**config.mk**
```make
export PLATFORM = sky130hd
export DESIGN_NAME = keypad_digit_loader_flat
export DESIGN_NICKNAME = d
export VERILOG_FILES = /design/src/rtl/keypad_digit_loader_if.sv /design/src/rtl/keypad_digit_loader.sv /design/src/flat_wrapper.sv
export SDC_FILE = /design/constraint.sdc
export NUM_CORES = 1
export LEC_CHECK = 0
export CORE_MARGIN = 2
export CORE_UTILIZATION = 57
export CTS_CLUSTER_SIZE = 10
export DETAILED_ROUTE_END_ITERATION = 6
export PLACE_DENSITY = 0.89
export SKIP_CTS_REPAIR_TIMING = 1
export SLEW_MARGIN = 20
export SYNTH_ARGS = -nofsm -noshare
export SYNTH_HDL_FRONTEND = slang
export SYNTH_SLANG_ARGS = --single-unit
```
**constraint.sdc**
```tcl
create_clock -name clk -period 2.65 [get_ports clk]
set_input_delay 0.265 -clock clk [delete_from_list [all_inputs] [get_ports clk]]
set_output_delay 0.265 -clock clk [all_outputs]
set_load 0.1 [all_outputs]
```
**src/rtl/keypad_digit_loader_if.sv**
```systemverilog
// Keypad loader bus: raw key lines and entry controls in, digit and strobe out.
// The testbench drives the master side; the loader implements the slave side.
interface keypad_digit_loader_if;
  logic [9:0] keypad;
  logic       accept;
  logic       clr_entry;
  logic [3:0] data;
  logic       loadn;
  logic [1:0] digit_count;
  logic       busy;

  modport master (
    output keypad, accept, clr_entry,
    input  data, loadn, digit_count, busy
  );

  modport slave (
    input  keypad, accept, clr_entry,
    output data, loadn, digit_count, busy
  );
endinterface

```
**src/rtl/keypad_digit_loader.sv**
```systemverilog
// Keypad digit loader for the microwave timer.
// Synchronises and debounces a 10-key decimal keypad. Each accepted keypress
// presents its BCD digit on data and pulses loadn low for one clk cycle.
// digit_count tracks the digits entered since the last clear, saturating at 3.
module keypad_digit_loader #(
  parameter int DEBOUNCE_CYCLES = 4,
  parameter int CNT_W           = 20
) (
  input logic              clk,
  input logic              clrn,
  keypad_digit_loader_if.slave bus
);

  typedef enum logic [1:0] {
    IDLE     = 2'd0,
    DEBOUNCE = 2'd1,
    LOAD     = 2'd2,
    RELEASE  = 2'd3
  } state_t;

  localparam logic [CNT_W-1:0] CNT_LAST = CNT_W'(DEBOUNCE_CYCLES - 1);
  localparam logic [CNT_W-1:0] CNT_ONE  = CNT_W'(1);

  logic [9:0]       ks_meta;
  logic [9:0]       ks;
  state_t           state, state_next;
  logic [CNT_W-1:0] cnt, cnt_next;
  logic [9:0]       key_reg, key_next;
  logic [3:0]       data_q;
  logic             loadn_q;
  logic             busy_q;
  logic [1:0]       digit_count_q;
  logic             single_key;

  // Map a one-hot key vector to its BCD digit.
  function automatic logic [3:0] encode(input logic [9:0] k);
    logic [3:0] d;
    d = 4'd0;
    for (int i = 0; i < 10; i++) begin
      if (k[i]) d = 4'(i);
    end
    return d;
  endfunction

  // Exactly one key line high: non-zero and a power of two.
  assign single_key = (ks != 10'd0) && ((ks & (ks - 10'd1)) == 10'd0);

  // Two-flop synchroniser for the asynchronous key lines.
  // NOTE: every flop here is reset asynchronously so a reset mid-operation
  // clears the design immediately; the design has no memory arrays.
  always_ff @(posedge clk or negedge clrn) begin
    if (!clrn) begin
      ks_meta <= 10'd0;
      ks      <= 10'd0;
    end else begin
      // NOTE: non-blocking assignments let each flop sample the previous value
      // of its neighbour, which is what makes this a two-stage chain.
      ks_meta <= bus.keypad;
      ks      <= ks_meta;
    end
  end

  // Next-state, debounce counter and captured key.
  // NOTE: every output of this block is given a default first, so no path
  // leaves a variable unassigned and no latch is inferred.
  always_comb begin
    state_next = state;
    cnt_next   = cnt;
    key_next   = key_reg;
    case (state)
      IDLE: begin
        if (bus.accept && single_key) begin
          key_next   = ks;
          cnt_next   = '0;
          state_next = DEBOUNCE;
        end
      end
      DEBOUNCE: begin
        if (bus.accept && (ks == key_reg)) begin
          if (cnt == CNT_LAST) begin
            cnt_next   = '0;
            state_next = LOAD;
          end else begin
            cnt_next = cnt + CNT_ONE;
          end
        end else begin
          cnt_next   = '0;
          state_next = IDLE;
        end
      end
      LOAD: begin
        // The strobe always completes once issued, whatever accept does.
        cnt_next   = '0;
        state_next = RELEASE;
      end
      RELEASE: begin
        if (ks == 10'd0) begin
          if (cnt == CNT_LAST) begin
            cnt_next   = '0;
            state_next = IDLE;
          end else begin
            cnt_next = cnt + CNT_ONE;
          end
        end else begin
          // Any key seen restarts the release window; no second strobe.
          cnt_next = '0;
        end
      end
      default: begin
        cnt_next   = '0;
        state_next = IDLE;
      end
    endcase
  end

  // State register with registered busy/loadn and the digit latched on LOAD entry.
  always_ff @(posedge clk or negedge clrn) begin
    if (!clrn) begin
      state   <= IDLE;
      cnt     <= '0;
      key_reg <= 10'd0;
      busy_q  <= 1'b0;
      loadn_q <= 1'b1;
      data_q  <= 4'd0;
    end else begin
      state   <= state_next;
      cnt     <= cnt_next;
      key_reg <= key_next;
      busy_q  <= (state_next != IDLE);
      loadn_q <= (state_next != LOAD);
      if ((state == DEBOUNCE) && (state_next == LOAD)) begin
        data_q <= encode(key_reg);
      end
    end
  end

  // Digit counter: clear has priority over the LOAD increment; saturates at 3.
  always_ff @(posedge clk or negedge clrn) begin
    if (!clrn) begin
      digit_count_q <= 2'd0;
    end else if (bus.clr_entry) begin
      digit_count_q <= 2'd0;
    end else if ((state == LOAD) && (digit_count_q != 2'd3)) begin
      digit_count_q <= digit_count_q + 2'd1;
    end
  end

  assign bus.data        = data_q;
  assign bus.loadn       = loadn_q;
  assign bus.busy        = busy_q;
  assign bus.digit_count = digit_count_q;

endmodule

```
**src/flat_wrapper.sv**
```systemverilog
// flat-port wrapper written by rule: the top's interface ports become plain ports
module keypad_digit_loader_flat 
#(
  parameter int DEBOUNCE_CYCLES = 4,
  parameter int CNT_W           = 20
)
  (clk, clrn, bus_keypad, bus_accept, bus_clr_entry, bus_data, bus_loadn, bus_digit_count, bus_busy);
  keypad_digit_loader_if bus_i ();
  input logic clk;
  input logic clrn;
  input wire logic [$bits(bus_i.keypad)-1:0] bus_keypad;
  input wire logic [$bits(bus_i.accept)-1:0] bus_accept;
  input wire logic [$bits(bus_i.clr_entry)-1:0] bus_clr_entry;
  output wire logic [$bits(bus_i.data)-1:0] bus_data;
  output wire logic [$bits(bus_i.loadn)-1:0] bus_loadn;
  output wire logic [$bits(bus_i.digit_count)-1:0] bus_digit_count;
  output wire logic [$bits(bus_i.busy)-1:0] bus_busy;
  assign bus_i.keypad = bus_keypad;
  assign bus_i.accept = bus_accept;
  assign bus_i.clr_entry = bus_clr_entry;
  assign bus_data = bus_i.data;
  assign bus_loadn = bus_i.loadn;
  assign bus_digit_count = bus_i.digit_count;
  assign bus_busy = bus_i.busy;
  keypad_digit_loader #(.DEBOUNCE_CYCLES(DEBOUNCE_CYCLES), .CNT_W(CNT_W)) u_core (.clk(clk), .clrn(clrn), .bus(bus_i));
endmodule
```
# After elaboration in Yosys (flattened, before gate mapping)
# Cells that the tools add are included.
# totals
regBits	60
output_inout_bits	8
# op_classes
add_sub_neg	3
eq_ne	9
muxes	22
bitwise	1
reduce_logical	12
# op_table
cell	n
$mux 20	4
$pmux 20 s4	1
$add 20x1->20 const B	1
$eq 20x2->1 const B	1
$logic_not 10->1	2
$mux 2	9
$mux 3	4
$and 10x10->10	1
$eq 10x10->1	1
$reduce_bool 10->1	1
$sub 10x1->10 const B	1
$mux 4	2
$pmux 2 s4	1
$eq 2x2->1 const B	3
$logic_and 1x1->1	5
$ne 2x2->1 const B	2
$reduce_bool 2->1	2
$add 2x1->2 const B	1
$eq 2x1->1 const B	1
$logic_not 2->1	1
$ne 2x1->1 const B	1
$reduce_and 2->1	1
$mux 1	1

# Longest topological paths before layout
# logic_depth
ltp_word	9
mapped_depth	9

# Worst setup path after synthesis
# OpenSTA, ideal clock, no wires.
# synth_timing
path_kind	register to register
startpoint	register u_core.ks[0]
endpoint	register u_core.key_reg[3]
setup_ps	125
arrival_time_ps	1971
t_required_ps	2525
path_slack_ps	553
stages_incl_launch_ff	7
period_less_slack_ps	2097
cell_sequence	dfrtp_1 > or4_1 > or3_4 > nand4b_4 > nand3_4 > buf_6 > mux2_4
# synth_via
elab_chain_len	6
elab_cells_between_ends	7
cone_classes	1 x add/sub; 1 x bitwise; 5 x reduce/logical
# synth_rtl
element	line_no	source
start: declaration	keypad_digit_loader.sv:25	logic [9:0] ks;
start signal: assignment	keypad_digit_loader.sv:59	ks <= ks_meta;
$sub 10x1->10	keypad_digit_loader.sv:46	assign single_key = (ks != 10'd0) && ((ks & (ks - 10'd1)) == 10'd0);
$and 10x10->10	keypad_digit_loader.sv:46	
$logic_not 10->1	keypad_digit_loader.sv:46	
$logic_and 1x1->1 (*)	keypad_digit_loader.sv:46	
$logic_and 1x1->1 (*)	keypad_digit_loader.sv:72	if (bus.accept && single_key) begin
$reduce_and 2->1 (no source line) (*)	n/a	
end signal: assignment	keypad_digit_loader.sv:128	key_reg <= key_next;
end: declaration	keypad_digit_loader.sv:28	logic [9:0] key_reg, key_next;
# Mark *: on every way between the ends. The rest lies on a longest branch, timed or not.
# A chain may end at the register's enable or synchronous reset.

# Worst setup path in the final report
# layout_timing
startpoint	register u_core.ks[4]
endpoint	register u_core.cnt[16]
# layout_via
elab_chain_len	6
elab_cells_between_ends	13
cone_classes	1 x add/sub; 2 x eq/ne; 3 x mux; 1 x bitwise; 6 x reduce/logical
# layout_rtl
element	line_no	source
$sub 10x1->10	keypad_digit_loader.sv:46	
$and 10x10->10	keypad_digit_loader.sv:46	
$logic_not 10->1	keypad_digit_loader.sv:46	
$logic_and 1x1->1	keypad_digit_loader.sv:46	
$logic_and 1x1->1	keypad_digit_loader.sv:72	
$ne 2x1->1 (no source line)	n/a	
end signal: assignment	keypad_digit_loader.sv:127	cnt <= cnt_next;
end: declaration	keypad_digit_loader.sv:27	logic [CNT_W-1:0] cnt, cnt_next;
# Several ways; a longest one is shown, not always the timed one.

==> run summary <==
Status: completed
Commonest non-fill, non-tap cells in the layout: dfrtp_1, nand2_1, nand3_1
Ys async rst share: 100%
Yosys synthesis warning count: 0
Setup_tns: 0 ps
Port-buffer cells: 21
Die area: 5520 um^2
Final setup fails: 0
Final #Nets: 313
Clock-pin slew on the worst setup and hold paths: 70 ps
Synth top area share: 52.4%
Post-synth cell types: 47
Drt first pass iters: 4
Final min period: 2410 ps
Seq/Total Area, Yosys: 53.3%
Die H: 74.3 um
Die X: 74.3 um
Max FFs per register: 20
RSZ-0062 raised after global routing: false
Final total power: 0.00182 W
# diodes: 0
Share of post-route cells with drive strength above 1: 15.9%
Layout Skew: 8.23 ps
Vias in the first global route: 2,065
Tcrit/Tclk final: 91.0%
Crit start category: flop
Core Box Area: 4750 um^2
Pleak: 1.48 nW
Max-Cap Viols: 0
Antenna viol nets, final: 0
Top reg by flops: u_core.cnt
Drt via density: 5.65
Setup Crit Path Kind: reg2reg
Hold/Removal Path Class: in2async
Worst-path cell with the longest stage delay: nor4_1
Synth Instances: 268
Routed length per instance: 14.7 um
CTS tree: built
Met2 routed wirelength: 2.62 mm
Post-synth top area cell: dfrtp_1
Met1 WL: 2.50 mm
Family with the most delay on the worst path: simple AND/OR/NAND/NOR gates
Placed Cells: 353
Largest net degree at the start of global routing: 42
Crit Path Max Fanout: 21
Synth Flop Type: dfrtp_1
Rows: 25
Hold Fails Final Rpt: 0
Tightest Pin Transition: 898 ps
IO Pins: 22
Maximum clock path buffer count: 2
Insertion delay to the later sink of the worst-skew pair: 340 ps
Vias: 2,086
Non-filler instance count after layout: 369
Syn Area/Cell: 10.5 um^2
Antenna violations before repair: 0
CP bufs+invs: 1
# clock sinks: 60
Remaining DRCs: 0
FF+latch count, synth: 60
H-tree depth: 3
Fmax: 415 MHz
EDFF count, synth: 0
CTS Buf Count: 9
Slowest stage delay, CP: 530 ps
Maximum VDD drop: 0.416 mV
Crit path cell chain: xor2_1 > nor4_1 > nand3_1 > a21oi_2 > buf_4 > nor3b_1 > a211o_1
Root Driver: clkbuf_8
Initial Utilization: 59.3%
WL final: 5.41 mm
WP data required: 2930 ps
Commonest non-fill, non-tap cell in the layout: dfrtp_1
RePlAce Congestion: 0.861
Top Layer Used: met4
Syn_nets: 284
Crit. End Element: flop
Global-route usage over all layers: 23.3%
Slew HR: 40.2%
Post-Syn Area: 2820 um^2
Grt ovf: 0
Dominant cells by area after synthesis: dfrtp_1, nand2_1, nand3_1, xor2_1, mux2_4
Area Overhead vs Synth: 16.0%
CP arrival: 2690 ps
HPWL Detailed: 3.75 mm
First-pass GRT wire length: 9.44 mm
Routed length on met3: 245 um
Cell Pwr Density: 558 nW/um^2
Iter 0 DRT Violations: 214
Max-slew violation count: 0
[power breakdown]
| part | internal (W) | switching [W] | leakage, nW |
|---|---|---|---|
| sequential | 0.000931 | 0.0000166 | 0.773 |
| clock | 0.000438 | 0.000383 | 0.0958 |
| combinational | 0.0000268 | 0.0000292 | 0.612 |
[cell type report]
cell class / count / area [um^2]
fill: 381 / 1490
inverter: 4 / 15.0
timing repair buffer: 26 / 223
clock buffer: 9 / 124
sequential: 60 / 1500
tap: 67 / 83.8
clock inverter: 7 / 76.3
multi-input combinational: 196 / 1240
[worst paths after layout]
check,from,end,slack (ps),cells past startpoint
worst min register to register,u_core.ks_meta[5],u_core.ks[5],350,0
max in group asynchronous,clrn,u_core.key_reg[0],1870,2
worst max register to register,u_core.ks[4],u_core.cnt[16],240,7
worst min-delay path,clrn,u_core.key_reg[3],40,1
worst max-delay path,u_core.ks[4],u_core.cnt[16],240,7
min in group clk,u_core.ks_meta[5],u_core.ks[5],350,0
[metal layers]
layer,track usage (%),vias up
met5,0,-
met4,13.1,0
met2,36.2,51
li1,-,1023
met3,4.88,4
met1,30.6,1008
[synthesized netlist by cell type (3+ instances only)]
cell type   n
mux2_2      5
mux2_4      6
nand2_1    42
o21ai_1     5
a22o_1      3
inv_1       4
clkbuf_1    3
nor3_1     12
o21a_1      4
xor2_1     12
nor4_1      7
buf_4       3
nand4_1     8
nor2_1     17
nand3_1    24
o21ai_0     6
and3_1      5
or3b_1      3
nand3b_1    4
dfrtp_1    59
[stage by stage]
stage | util (%) | area, um^2 | worst slack [ps] | hold WS (ps)
after floorplan | - | 2820 | 553 | -30.6
after global placement | 64.6 | 3070 | 285 | 333
after detailed placement | 64.6 | 3070 | 149 | 335
after CTS | 68.8 | 3270 | 267 | 67.7
after global routing | 68.8 | 3270 | 13.2 | 121
final | 68.8 | 3270 | 240 | 37.0
[kinds of logic (layout without fill, tap and decap cells)]
group	Yosys count	after routing	share of synthesized area [%]
XOR/XNOR	14	14	4.35
AO/OA/AOI/OAI	34	34	8.39
AND/OR/NAND/NOR	134	134	25.0
multiplexers	12	12	5.55
flip-flops	60	60	53.3
buffers and inverters	12	46	2.53
adder cells (fa/ha/maj)	2	2	0.888
(Power assumes the default switching activity.)
